[src/rtl/ifmap_row_feeder.sv]
// ifmap_row_feeder: tags each raw IFMap sample with start/end-of-row flags and writes it to the IFMap buffer.
// Latency: combinational pass-through; an accepted sample is written to the buffer in the same cycle.
// Backpressure: in_ready mirrors ready_buf_IFMap while streaming; counters, state and lengths hold when stalled.
module ifmap_row_feeder #(
  parameter int DATA_WIDTH    = 16,
  parameter int ROW_LEN_WIDTH = 4,
  parameter int ROW_CNT_WIDTH = 4
) (
  input  logic                     clk,
  input  logic                     rst,
  input  logic                     Start,
  input  logic [ROW_LEN_WIDTH-1:0] row_len_in,
  input  logic [ROW_CNT_WIDTH-1:0] num_rows_in,
  input  logic [DATA_WIDTH-1:0]    in_data,
  input  logic                     in_valid,
  output logic                     in_ready,
  input  logic                     ready_buf_IFMap,
  output logic                     wen_buf_IFMap,
  output logic [DATA_WIDTH+1:0]    IFMap_wdata,
  output logic                     busy,
  output logic                     done
);

  typedef enum logic [1:0] {
    S_IDLE   = 2'd0,
    S_STREAM = 2'd1,
    S_DONE   = 2'd2
  } state_t;

  localparam logic [ROW_LEN_WIDTH-1:0] LEN_ONE = 1;
  localparam logic [ROW_CNT_WIDTH-1:0] ROW_ONE = 1;

  state_t                   state_q,    state_d;
  logic [ROW_LEN_WIDTH-1:0] row_len_q,  row_len_d;
  logic [ROW_LEN_WIDTH-1:0] col_cnt_q,  col_cnt_d;
  logic [ROW_CNT_WIDTH-1:0] num_rows_q, num_rows_d;
  logic [ROW_CNT_WIDTH-1:0] row_cnt_q,  row_cnt_d;

  logic sor;
  logic eor;
  logic last_row;

  // Row-position flags; the "-1" wraps in counter width, but zero lengths never reach STREAM.
  assign sor      = (col_cnt_q == '0);
  assign eor      = (col_cnt_q == (row_len_q - LEN_ONE));
  assign last_row = (row_cnt_q == (num_rows_q - ROW_ONE));

  // Next-state, counter update and the combinational write path to the buffer.
  always_comb begin
    state_d       = state_q;
    row_len_d     = row_len_q;
    num_rows_d    = num_rows_q;
    col_cnt_d     = col_cnt_q;
    row_cnt_d     = row_cnt_q;
    in_ready      = 1'b0;
    wen_buf_IFMap = 1'b0;
    IFMap_wdata   = '0;
    done          = 1'b0;
    busy          = (state_q != S_IDLE);

    case (state_q)
      S_IDLE: begin
        if (Start) begin
          row_len_d  = row_len_in;
          num_rows_d = num_rows_in;
          col_cnt_d  = '0;
          row_cnt_d  = '0;
          // An empty job skips straight to the completion pulse.
          if ((row_len_in == '0) || (num_rows_in == '0)) begin
            state_d = S_DONE;
          end else begin
            state_d = S_STREAM;
          end
        end
      end

      S_STREAM: begin
        in_ready = ready_buf_IFMap;
        if (in_valid && ready_buf_IFMap) begin
          wen_buf_IFMap = 1'b1;
          IFMap_wdata   = {sor, eor, in_data};
          if (eor) begin
            col_cnt_d = '0;
            row_cnt_d = row_cnt_q + ROW_ONE;
            if (last_row) begin
              state_d = S_DONE;
            end
          end else begin
            col_cnt_d = col_cnt_q + LEN_ONE;
          end
        end
      end

      S_DONE: begin
        done    = 1'b1;
        state_d = S_IDLE;
      end

      default: begin
        state_d = S_IDLE;
      end
    endcase
  end

  // State, latched job lengths and position counters; reset wins over everything.
  always_ff @(posedge clk) begin
    if (rst) begin
      state_q    <= S_IDLE;
      row_len_q  <= '0;
      num_rows_q <= '0;
      col_cnt_q  <= '0;
      row_cnt_q  <= '0;
    end else begin
      state_q    <= state_d;
      row_len_q  <= row_len_d;
      num_rows_q <= num_rows_d;
      col_cnt_q  <= col_cnt_d;
      row_cnt_q  <= row_cnt_d;
    end
  end

endmodule

[config.mk]
export PLATFORM = sky130hd
export DESIGN_NAME = ifmap_row_feeder
export DESIGN_NICKNAME = d
export VERILOG_FILES = /design/src/rtl/ifmap_row_feeder.sv
export SDC_FILE = /design/constraint.sdc
export NUM_CORES = 1
export LEC_CHECK = 0
export BUFFER_PORTS_ARGS = -buffer_cell sky130_fd_sc_hd__buf_2
export CAP_MARGIN = 10
export CORE_MARGIN = 5
export CORE_UTILIZATION = 45
export DETAILED_ROUTE_END_ITERATION = 6
export PLACE_DENSITY = 0.77
export SKIP_LAST_GASP = 1
export SLEW_MARGIN = 20
export SYNTH_ARGS = -nofsm -noshare
export SYNTH_HDL_FRONTEND = slang
export SYNTH_SLANG_ARGS = --single-unit
[constraint.sdc]
create_clock -name clk -period 2.8 [get_ports clk]
set_clock_uncertainty 0.1 [all_clocks]
set_input_delay 0.28 -clock clk [delete_from_list [all_inputs] [get_ports clk]]
set_output_delay 0.28 -clock clk [all_outputs]
set_load 0.02 [all_outputs]
======== After elaboration in Yosys (flattened, before gate mapping) ========
Index checks and enable logic that the tools add are counted.
W data, S select, Z words.
cells by class
  add/sub/neg operators ................... 4
  multiply operators ...................... 0
  divide/modulo/power cells ............... 0
  magnitude comparators ................... 0
  equal/unequal tests ..................... 8
  shift-type cells ........................ 0
  multiplexer cells ....................... 19
  bitwise gates (word level) .............. 0
  reduce and logical (&&, ||, !) cells .... 12
operators by type and width
  operator               number
  $mux W18               2
  $mux W4                5
  $pmux W4 S2            2
  $logic_not A4 Y1       3
  $mux W2                5
  $add A4 B1 Y4 const B  2
  $eq A4 B4 Y1           2
  $ne A2 B2 Y1 const B   4
  $reduce_and A4 Y1      2
  $sub A4 B1 Y4 const B  2
  $mux W1                4
  $pmux W2 S2            1
  $reduce_bool A2 Y1     2
  $reduce_and A3 Y1      1
  $eq A2 B1 Y1 const B   1
  $eq A2 B2 Y1 const B   1
  $logic_not A2 Y1       1
  $reduce_and A2 Y1      1
  $logic_and A1 B1 Y1    1
  $logic_or A1 B1 Y1     1
storage, ports and cells
  bits in registers ....................... 18
  latch bits .............................. 0
  memory bits (writable) .................. 0
  bits in read-only memories .............. 0
  input bits .............................. 29
  output and inout bits ................... 22
  logic and storage cells ................. 48
  memories ................................ 0

======== Longest topological paths before layout ========
Gate-level depths: netlist (run 1).
  depth after elaboration ................. 6
  depth in mapped cells ................... 7

======== Least setup slack after synthesis (run 1) ========
Ideal clock, no wire load.
  kind .................................... register to output
  from .................................... reg state_q[0]
  to ...................................... out IFMap_wdata[10]
  arrival time ............................ 1547 ps
  required time ........................... 2420 ps
  setup slack ............................. 873 ps
  stages on the path, launching flop included .. 7
  path buffers ............................ 2
  cells stage by stage .................... dfxtp_1 -> nor2b_1 -> buf_2 -> nand3_1 -> inv_1 -> clkbuf_1 -> and2_1
between the ends
  word-level cells in the longest chain between the ends .. 2
RTL lines
  element                   line  RTL
  start: declaration        33    state_t state_q, state_d;
  start signal: assignment  114   state_q <= state_d;
  $eq A2 B1 Y1              61    case (state_q)
  $mux W18                  61
  end: declaration          19    output logic [DATA_WIDTH+1:0] IFMap_wdata,
Every way passes these cells.

======== Final worst setup path (run 1) ========
  from .................................... reg state_q[0]
  to ...................................... out IFMap_wdata[16]
The elaborated chain is that of the path after synthesis.

==> results.json, run 1 <==
{
  "ys_types": 35,
  "clkLatencyLatePin_ns": 0.30,
  "die_area_mm2": 0.00369,
  "synth.most_common_cell": "nand2_1",
  "critPathMaxStageDelay_ns": 0.47,
  "cts_tree": "done",
  "hold_class": "in -> reg",
  "layout-drive-gt1-share_pct": 29.6,
  "route.antenna.remaining_nets": 0,
  "grt_max_degree": 20,
  "coreArea_mm2": 0.00248,
  "die_h_um": 60.7,
  "post-dp-hpwl_um": 2430,
  "nets": 234,
  "synth_commonest_cells": "nand2_1 (25), and2_1 (18), dfxtp_1 (18)",
  "finalSetupTns_ns": 0,
  "grt_pass1_wl_um": 4850,
  "firstDrtPassIters": 4,
  "setup_violations": 0,
  "post-route-util_pct": 58.9,
  "worstPathArrival_ns": 2.17,
  "antenna_found_initial": 0,
  "drtIter0Drc": 39,
  "clock_path_buffers": 2,
  "rsz0062_at_grt": "no",
  "crit_fanout": 19,
  "slowest_stage": "nor2b_1",
  "critPathKind": "reg -> out",
  "cts_root_buffer": "clkbuf_4",
  "start_util_pct": 46.8,
  "insertedDiodeCount": 0,
  "reg2reg_from": "state_q[0]",
  "vias": 1148,
  "p_leak_nw": 0.717,
  "fin_crit_ns": 2.55,
  "area.growth.synth_to_final_pct": 25.9,
  "relSlewSlack_pct": 65.6,
  "fmax_mhz": 393,
  "numCtsBuffers": 3,
  "synth_fa_ha_area_share_pct": 5.40,
  "synth_area_mm2": 0.00116,
  "synth_xor_area_share_pct": 9.72,
  "synth.net_count": 185,
  "power_mw": 0.658,
  "drv_cap": 0,
  "hp-start": "row_len_in[3]",
  "cp-startpoint": "state_q[0]",
  "synth_area_leaders": "dfxtp_1 (31%), and2_1 (9.7%), nand2_1 (8.1%)",
  "overflow": 0,
  "gr-usage-all-layers_pct": 17.3,
  "async_flop_share_pct": 0,
  "avgSynthCellArea_um2": 7.67,
  "cts_setup_buffers": 0,
  "finalCritPeriodShare_pct": 90.9,
  "synth_seq_cells": 18,
  "synthMuxAreaShare_pct": 0.864,
  "fp.dieW_um": 60.7,
  "synth_top_family_by_area": "simple AND/OR/NAND/NOR gates",
  "drc": 0,
  "routabilityCongestion": 0.800,
  "worst-path-buf-inv": 3,
  "synth-simple-area-share_pct": 35.3,
  "port_buffers": 50,
  "cts_resized": 0,
  "yosysTopAreaCell": "dfxtp_1",
  "ys.flop_type": "dfxtp_1",
  "htreeDepth": 1,
  "yosysWarnings": 0,
  "status": "finished clean",
  "timing.final.hold_violations": 0,
  "peakVddDrop_uv": 410,
  "synth-compound-area-share_pct": 12.6,
  "critPathLaunchType": "flip-flop",
  "critPathRequiredTime_ns": 2.42,
  "path_delay_family": "simple AND/OR/NAND/NOR gates",
  "ioPinCount": 51,
  "cts.clk_slew.worst_paths_ns": 0.12,
  "synth_top_cell_area_share_pct": 31.1,
  "rows": 18,
  "ys_seq_area_share_pct": 31.1,
  "end_kind": "output pin",
  "tightest_slew_ns": 0.514,
  "synth_edf_count": 0,
  "cp_cell_sequence": "nor2b_1, nand3_1, inv_1, nand3_2, inv_1, buf_2",
  "routed_wl_um": 3020,
  "synthCells": 151,
  "maxSlewViolCount": 0,
  "via_per_inst": 5.01,
  "grt_pass1_vias": 1182,
  "wl_per_cell_um": 13.2,
  "postCtsHoldBufs": 0,
  "holdWs_ns": 0.118,
  "cpMostUsedCell": "inv_1",
  "cts_sinks": 18,
  "power_density_mw_per_mm2": 451
}
==> cells in the final DEF, fill, tap and decap left out, types with 2 or more instances in the layout <==
cell type and instances:
and2_1 18, o211ai_1 2, nor3_1 4, nand4_1 2
xnor2_1 5, ha_1 5, a31oi_1 2, xor2_1 5
buf_2 50, nor2_1 4, nand2_1 25, inv_1 9
clkbuf_4 3, and3_1 2, or3_1 2, nand2b_1 2
nor2b_1 2, nand3_1 7, dfxtp_1 18, nor4_1 2
a21oi_1 16
==> path summary, 6_finish.rpt <==
| check | to | slack [ns] | cells after the start |
|---|---|---|---|
| max | IFMap_wdata[16] | 0.25 | 6 |
| min | row_len_q[3] | 0.12 | 3 |
| max reg2reg | row_cnt_q[2] | 0.55 | 6 |
| min reg2reg | num_rows_q[1] | 0.38 | 2 |
==> power by group <==
group | internal [mW] | switching (mW)
sequential | 0.272 | 0.0166
combinational | 0.0835 | 0.123
clock | 0.0793 | 0.0839
total | 0.435 | 0.223
==> through the flow <==
step / setup WS (ns) / area (µm²) / cells
3_3_place_gp: 0.726 / 1420 / 225
3_5_place_dp: 0.613 / 1420 / 225
6_report: 0.254 / 1460 / 229
5_1_grt: 0.0495 / 1460 / 229
4_1_cts: 0.276 / 1460 / 229
2_1_floorplan: 0.873 / 1160 / 151
==> sequential cells by signal, indices dropped and copies added, names as in the netlist <==
| register | count |
|---|---|
| col_cnt_q | 4 |
| num_rows_q | 4 |
| row_cnt_q | 4 |
| row_len_q | 4 |
| state_q | 2 |
==> tightest hold or removal path, delay by kind of cell <==
kind	cells	cell delay [ns]
buffers and inverters	1	0.10
AO/OA/AOI/OAI	1	0.05
AND/OR/NAND/NOR	1	0.05
==> cells by family after synthesis <==
group,count (synthesis)
AOI/OAI and AO/OA,25
muxes,1
buffers and inverters,15
DFF,18
adders and majority gates,5
xor gates and xnor gates,11
and+or+nand+nor,76
==> area by class of cell <==
class	instances	area [µm²]
repair buffers	50	250
flip-flops and latches	18	360
multi-input cells	118	741
fillers	245	1020
clock buffers	4	36.3
well taps	30	37.5
inverters	9	33.8
==> routing by layer <==
| layer | track usage [%] | wire, µm | part of all wire, % |
|---|---|---|---|
| met5 | 0 | 0 | 0 |
| met4 | 2.79 | 8 | 0.26 |
| met3 | 4.47 | 68 | 2.3 |
| met2 | 34.0 | 1730 | 57 |
| met1 | 18.5 | 1220 | 40 |
Note: power is estimated with default switching activity, not from simulation.
==> inputs of run 2 (changes only) <==
--- a/config.mk
+++ b/config.mk
@@ -5,12 +5,13 @@
 export SDC_FILE = /design/constraint.sdc
 export NUM_CORES = 1
 export LEC_CHECK = 0
+export ABC_AREA = 1
 export BUFFER_PORTS_ARGS = -buffer_cell sky130_fd_sc_hd__buf_2
 export CAP_MARGIN = 10
 export CORE_MARGIN = 5
 export CORE_UTILIZATION = 45
 export DETAILED_ROUTE_END_ITERATION = 6
-export PLACE_DENSITY = 0.77
+export PLACE_DENSITY = 0.75
 export SKIP_LAST_GASP = 1
 export SLEW_MARGIN = 20
 export SYNTH_ARGS = -nofsm -noshare
==> run 2 against run 1 <==
Worst setup slack better by 0.49 ns. Critical path type unchanged. First-iteration DRC count decreased by 49%. Largest cell class unchanged. Highest routed layer unchanged. Die area is 8.0% higher. Combinational power up 3%. Critical path depth rose by 1. Via count is 9.7% higher. Clock-buffer cell count down 1.
==> results.json, run 2 <==
{
  "status": "finished clean",
  "via_per_inst": 4.58,
  "async_flop_share_pct": 0,
  "slowest_stage": "dfxtp_1",
  "synth_area_mm2": 0.00127,
  "synth.net_count": 229,
  "wl_per_cell_um": 9.59,
  "synth_seq_cells": 18,
  "gr-usage-all-layers_pct": 13.9,
  "start_util_pct": 46.5,
  "overflow": 0,
  "timing.final.hold_violations": 0,
  "postCtsHoldBufs": 0,
  "grt_pass1_vias": 1182,
  "ioPinCount": 51,
  "instances_no_fill": 275,
  "peakVddDrop_uv": 261,
  "hold_class": "in -> reg",
  "yosysTopAreaCell": "dfxtp_1",
  "cts_sinks": 18,
  "coreArea_mm2": 0.00273,
  "routabilityCongestion": 0.850,
  "synth.most_common_cell": "inv_1",
  "synth-simple-area-share_pct": 35.8,
  "clock_path_buffers": 2,
  "final_cell_mix": "buf_2 (50), inv_1 (39), nor2_1 (38)",
  "fin_crit_ns": 2.05,
  "rows": 19,
  "synth_top_cell_area_share_pct": 28.4,
  "cts.clk_slew.worst_paths_ns": 0.09,
  "end_kind": "output pin",
  "cp_cell_sequence": "inv_1, ha_1, xnor2_1, nor2_1, nand3_2, nor2_1, buf_2",
  "drtIter0Drc": 20,
  "antenna_found_initial": 0,
  "ys.flop_type": "dfxtp_1",
  "grt_pass1_wl_um": 4650,
  "finalSetupTns_ns": 0,
  "finalCritPeriodShare_pct": 73.3,
  "p_leak_nw": 0.901,
  "drc": 0,
  "synth_area_leaders": "dfxtp_1 (28%), inv_1 (12%), nor2_1 (11%)",
  "synthCells": 195,
  "cts_root_buffer": "clkbuf_4",
  "die_h_um": 63.1,
  "fp.dieW_um": 63.1,
  "synth_xor_area_share_pct": 8.28,
  "fin_area_mm2": 0.00155,
  "critPathKind": "reg -> out",
  "cts_resized": 0,
  "die_area_mm2": 0.00398,
  "layout_commonest_cell": "buf_2",
  "synth_edf_count": 0,
  "vias": 1259,
  "yosysWarnings": 0,
  "synth_top_family_by_area": "simple AND/OR/NAND/NOR gates",
  "area.growth.synth_to_final_pct": 21.9,
  "cpMostUsedCell": "nor2_1",
  "tightest_slew_ns": 0.556,
  "drv_cap": 0,
  "ys_seq_area_share_pct": 28.4,
  "insertedDiodeCount": 0,
  "post-dp-hpwl_um": 2200,
  "power_density_mw_per_mm2": 406,
  "routed_wl_um": 2640,
  "setup_violations": 0,
  "relSlewSlack_pct": 62.8,
  "cts_tree": "done",
  "cts_setup_buffers": 0,
  "synth-compound-area-share_pct": 7.09,
  "firstDrtPassIters": 4,
  "synth_fa_ha_area_share_pct": 4.93,
  "port_buffers": 50,
  "synthMuxAreaShare_pct": 0.788,
  "crit_fanout": 3,
  "worstPathArrival_ns": 1.67,
  "avgSynthCellArea_um2": 6.51,
  "critPathLaunchType": "flip-flop",
  "htreeDepth": 1,
  "dpl_cell_area_mm2": 0.00153,
  "numCtsBuffers": 3,
  "fmax_mhz": 487,
  "nets": 280,
  "synth_commonest_cells": "inv_1 (39), nor2_1 (38), nand2_1 (30)",
  "critPathMaxStageDelay_ns": 0.37,
  "dpl.cell_count": 272,
  "rsz0062_at_grt": "no",
  "route.antenna.remaining_nets": 0,
  "maxSlewViolCount": 0,
  "grt_max_degree": 21,
  "clkLatencyLatePin_ns": 0.29,
  "layout-drive-gt1-share_pct": 28.3,
  "ys_types": 25,
  "critPathRequiredTime_ns": 2.42
}
run 2: per-stage QoR:
| stage | worst slack [ns] | hold WS (ns) | power, mW | util [%] |
|---|---|---|---|---|
| 6_report | 0.747 | 0.112 | 0.629 | 56.6 |
| 4_1_cts | 0.728 | 0.109 | 0.635 | 56.6 |
| 2_1_floorplan | 1.05 | 0.249 | 0.459 | - |
| 3_3_place_gp | 1.09 | 0.360 | 0.507 | 55.8 |
| 5_1_grt | 0.579 | 0.124 | 0.676 | 56.6 |
| 3_5_place_dp | 1.06 | 0.365 | 0.512 | 55.8 |
run 2: where the power goes:
part	switching (mW)	internal (mW)	total, mW
Clock	0.0743	0.0500	0.124
Sequential	0.0163	0.275	0.291
Combinational	0.128	0.0848	0.213
run 2: critical path, delay by kind of cell, from the launching register on:
family | cells | cell delay [ns]
buf+inv | 2 | 0.25
xor+xnor | 1 | 0.12
fa+ha+maj | 1 | 0.31
flops | 1 | 0.37
simple gates | 3 | 0.32
run 2: area by class of cell:
class / count / area [µm²]
Clock buffer: 3 / 22.5
Fill cell: 308 / 1190
Inverter: 41 / 154
Multi-Input combinational cell: 132 / 722
Sequential cell: 18 / 360
Tap cell: 31 / 38.8
Timing Repair Buffer: 50 / 250
run 2: kinds of logic after synthesis:
logic type,after synthesis
flops,18
simple gates,96
fa+ha+maj,5
compound gates,18
buf+inv,45
mux,1
xor+xnor,12
run 2: path summary, 6_finish.rpt:
path | startpoint | end | slack, ns | cells past startpoint
worst max-delay path | row_len_q[0] | IFMap_wdata[16] | 0.75 | 7
worst max register to register | row_len_q[0] | col_cnt_q[1] | 1.08 | 9
worst min-delay path | rst | row_cnt_q[3] | 0.11 | 2
worst min register to register | row_len_q[3] | row_len_q[3] | 0.38 | 2
run 2: routing by layer:
metal	GRT usage (%)	share of wire [%]	vias up
met5	0	0	-
met4	6.37	1.9	0
met3	3.73	14	5
met2	22.4	41	56
met1	17.0	44	514
li1	-	-	684
==> inputs of run 3 (changes only) <==
==> constraint.sdc (replaced) <==
create_clock -name clk -period 2.1 [get_ports clk]
set_clock_uncertainty 0.1 [all_clocks]
set_input_delay 0.21 -clock clk [delete_from_list [all_inputs] [get_ports clk]]
set_output_delay 0.21 -clock clk [all_outputs]
set_load 0.02 [all_outputs]
==> run 3 against run 2 <==
Worst setup slack worse by 0.59 ns. Clock-buffer cell count stayed put. Largest cell class unchanged. Flip-flop and latch count stayed put. Highest routed layer unchanged. Non-clock buffer count stayed put.
==> results.json, run 3 (synthesized netlist as in run 2, its figures left out) <==
{
  "setup_violations": 0,
  "p_sw_mw": 0.290,
  "finalSetupTns_ns": 0,
  "crit_fanout": 3,
  "end_kind": "output pin",
  "htreeDepth": 1,
  "port_buffers": 50,
  "clkPwrFrac_pct": 19.7,
  "insertedDiodeCount": 0,
  "clock_path_buffers": 2,
  "fp.dieW_um": 63.1,
  "finalCritPeriodShare_pct": 92.4,
  "cts_sinks": 18,
  "critPathKind": "reg -> out",
  "routed_wl_um": 2620,
  "layout-drive-gt1-share_pct": 28.7,
  "nets": 280,
  "critPathRequiredTime_ns": 1.79,
  "drtIter0Drc": 21,
  "power_mw": 0.837,
  "wl_per_cell_um": 9.54,
  "peakVddDrop_uv": 538,
  "rsz0062_at_grt": "no",
  "relSlewSlack_pct": 63.1,
  "critPathLaunchType": "flip-flop",
  "tightest_slew_ns": 0.552,
  "post-route-util_pct": 56.7,
  "numCtsBuffers": 3,
  "drc": 0,
  "worst_slack_ns": 0.159,
  "status": "finished clean",
  "holdWs_ns": 0.0412,
  "final_cell_mix": "buf_2 (50), inv_1 (39), nor2_1 (38)",
  "die_area_mm2": 0.00398,
  "routabilityCongestion": 0.820,
  "antenna_found_initial": 0,
  "internal_power_mw": 0.547,
  "grt_max_degree": 21,
  "fin_crit_ns": 1.94,
  "seqPwrFrac_pct": 46.4,
  "cts_setup_buffers": 0,
  "post-dp-hpwl_um": 2140,
  "firstDrtPassIters": 4,
  "maxSlewViolCount": 0,
  "die_h_um": 63.1,
  "cts.clk_slew.worst_paths_ns": 0.10,
  "place_ws_ns": 0.415,
  "ioPinCount": 51,
  "cts_root_buffer": "clkbuf_4",
  "via_per_inst": 4.51,
  "drv_cap": 0,
  "p_comb_share_pct": 33.9,
  "worstPathArrival_ns": 1.63,
  "cts_tree": "done",
  "p_leak_nw": 0.902,
  "timing.final.hold_violations": 0,
  "fmax_mhz": 515,
  "hold_class": "in -> reg",
  "vias": 1240,
  "grt_pass1_wl_um": 4280,
  "overflow": 0,
  "area.growth.synth_to_final_pct": 22.0,
  "route.antenna.remaining_nets": 0,
  "grt_pass1_vias": 1060,
  "switching_share_pct": 34.7,
  "clkLatencyLatePin_ns": 0.29,
  "layout_commonest_cell": "buf_2",
  "gr-usage-all-layers_pct": 12.9,
  "start_util_pct": 46.5,
  "power_density_mw_per_mm2": 540,
  "rows": 19,
  "coreArea_mm2": 0.00273
}
run 3: stage by stage:
stage,instances,cell area (µm²)
finish,275,1550
global route,275,1550
CTS,275,1550
detailed placement,272,1530
global placement,272,1530
floorplan,195,1270
run 3: worst max-delay path: stages, from the launching register on:
cell     delay [ns]
dfxtp_2        0.35
inv_1          0.07
ha_1           0.30
xnor2_1        0.13
nor2_1         0.11
nand3_2        0.12
nor2_1         0.09
buf_2          0.17
run 3: power by group through the flow:
stage,clock network [mW],registers (mW),logic [mW]
floorplan,0,0.391,0.221
global placement,0,0.396,0.281
detailed placement,0,0.396,0.285
CTS,0.166,0.388,0.287
global route,0.182,0.392,0.326
finish,0.165,0.389,0.284
run 3: layer usage:
metal	vias to the layer above	GRT usage [%]	routed length, µm
met2	52	18.7	1010
met1	502	16.6	1210
met4	0	6.90	54
met3	4	4.26	346
met5	-	0	0
li1	682	-	-
run 3: path summary, 6_finish.rpt:
path / endpoint / start / cells after the start / slack (ns)
setup / recovery: IFMap_wdata[16] / row_len_q[0] / 7 / 0.16
hold / removal: row_cnt_q[2] / rst / 2 / 0.04
setup reg to reg: col_cnt_q[1] / row_len_q[0] / 9 / 0.43
hold reg to reg: row_len_q[3] / row_len_q[3] / 2 / 0.38
run 3: final cells by class:
type                       count  area [µm²]
fill                         274        1180
multi-input combinational    132         722
sequential                    18         362
timing repair buffer          50         250
inverter                      41         154
tap                           31        38.8
clock buffer                   3        22.5
run 3: repair_timing:
action / CTS / global route
endpoints found under the setup margin: 0 / 1
hold buffers: 0 / 0
gates resized for setup: 0 / 1
endpoints found under the hold margin: 0 / 0
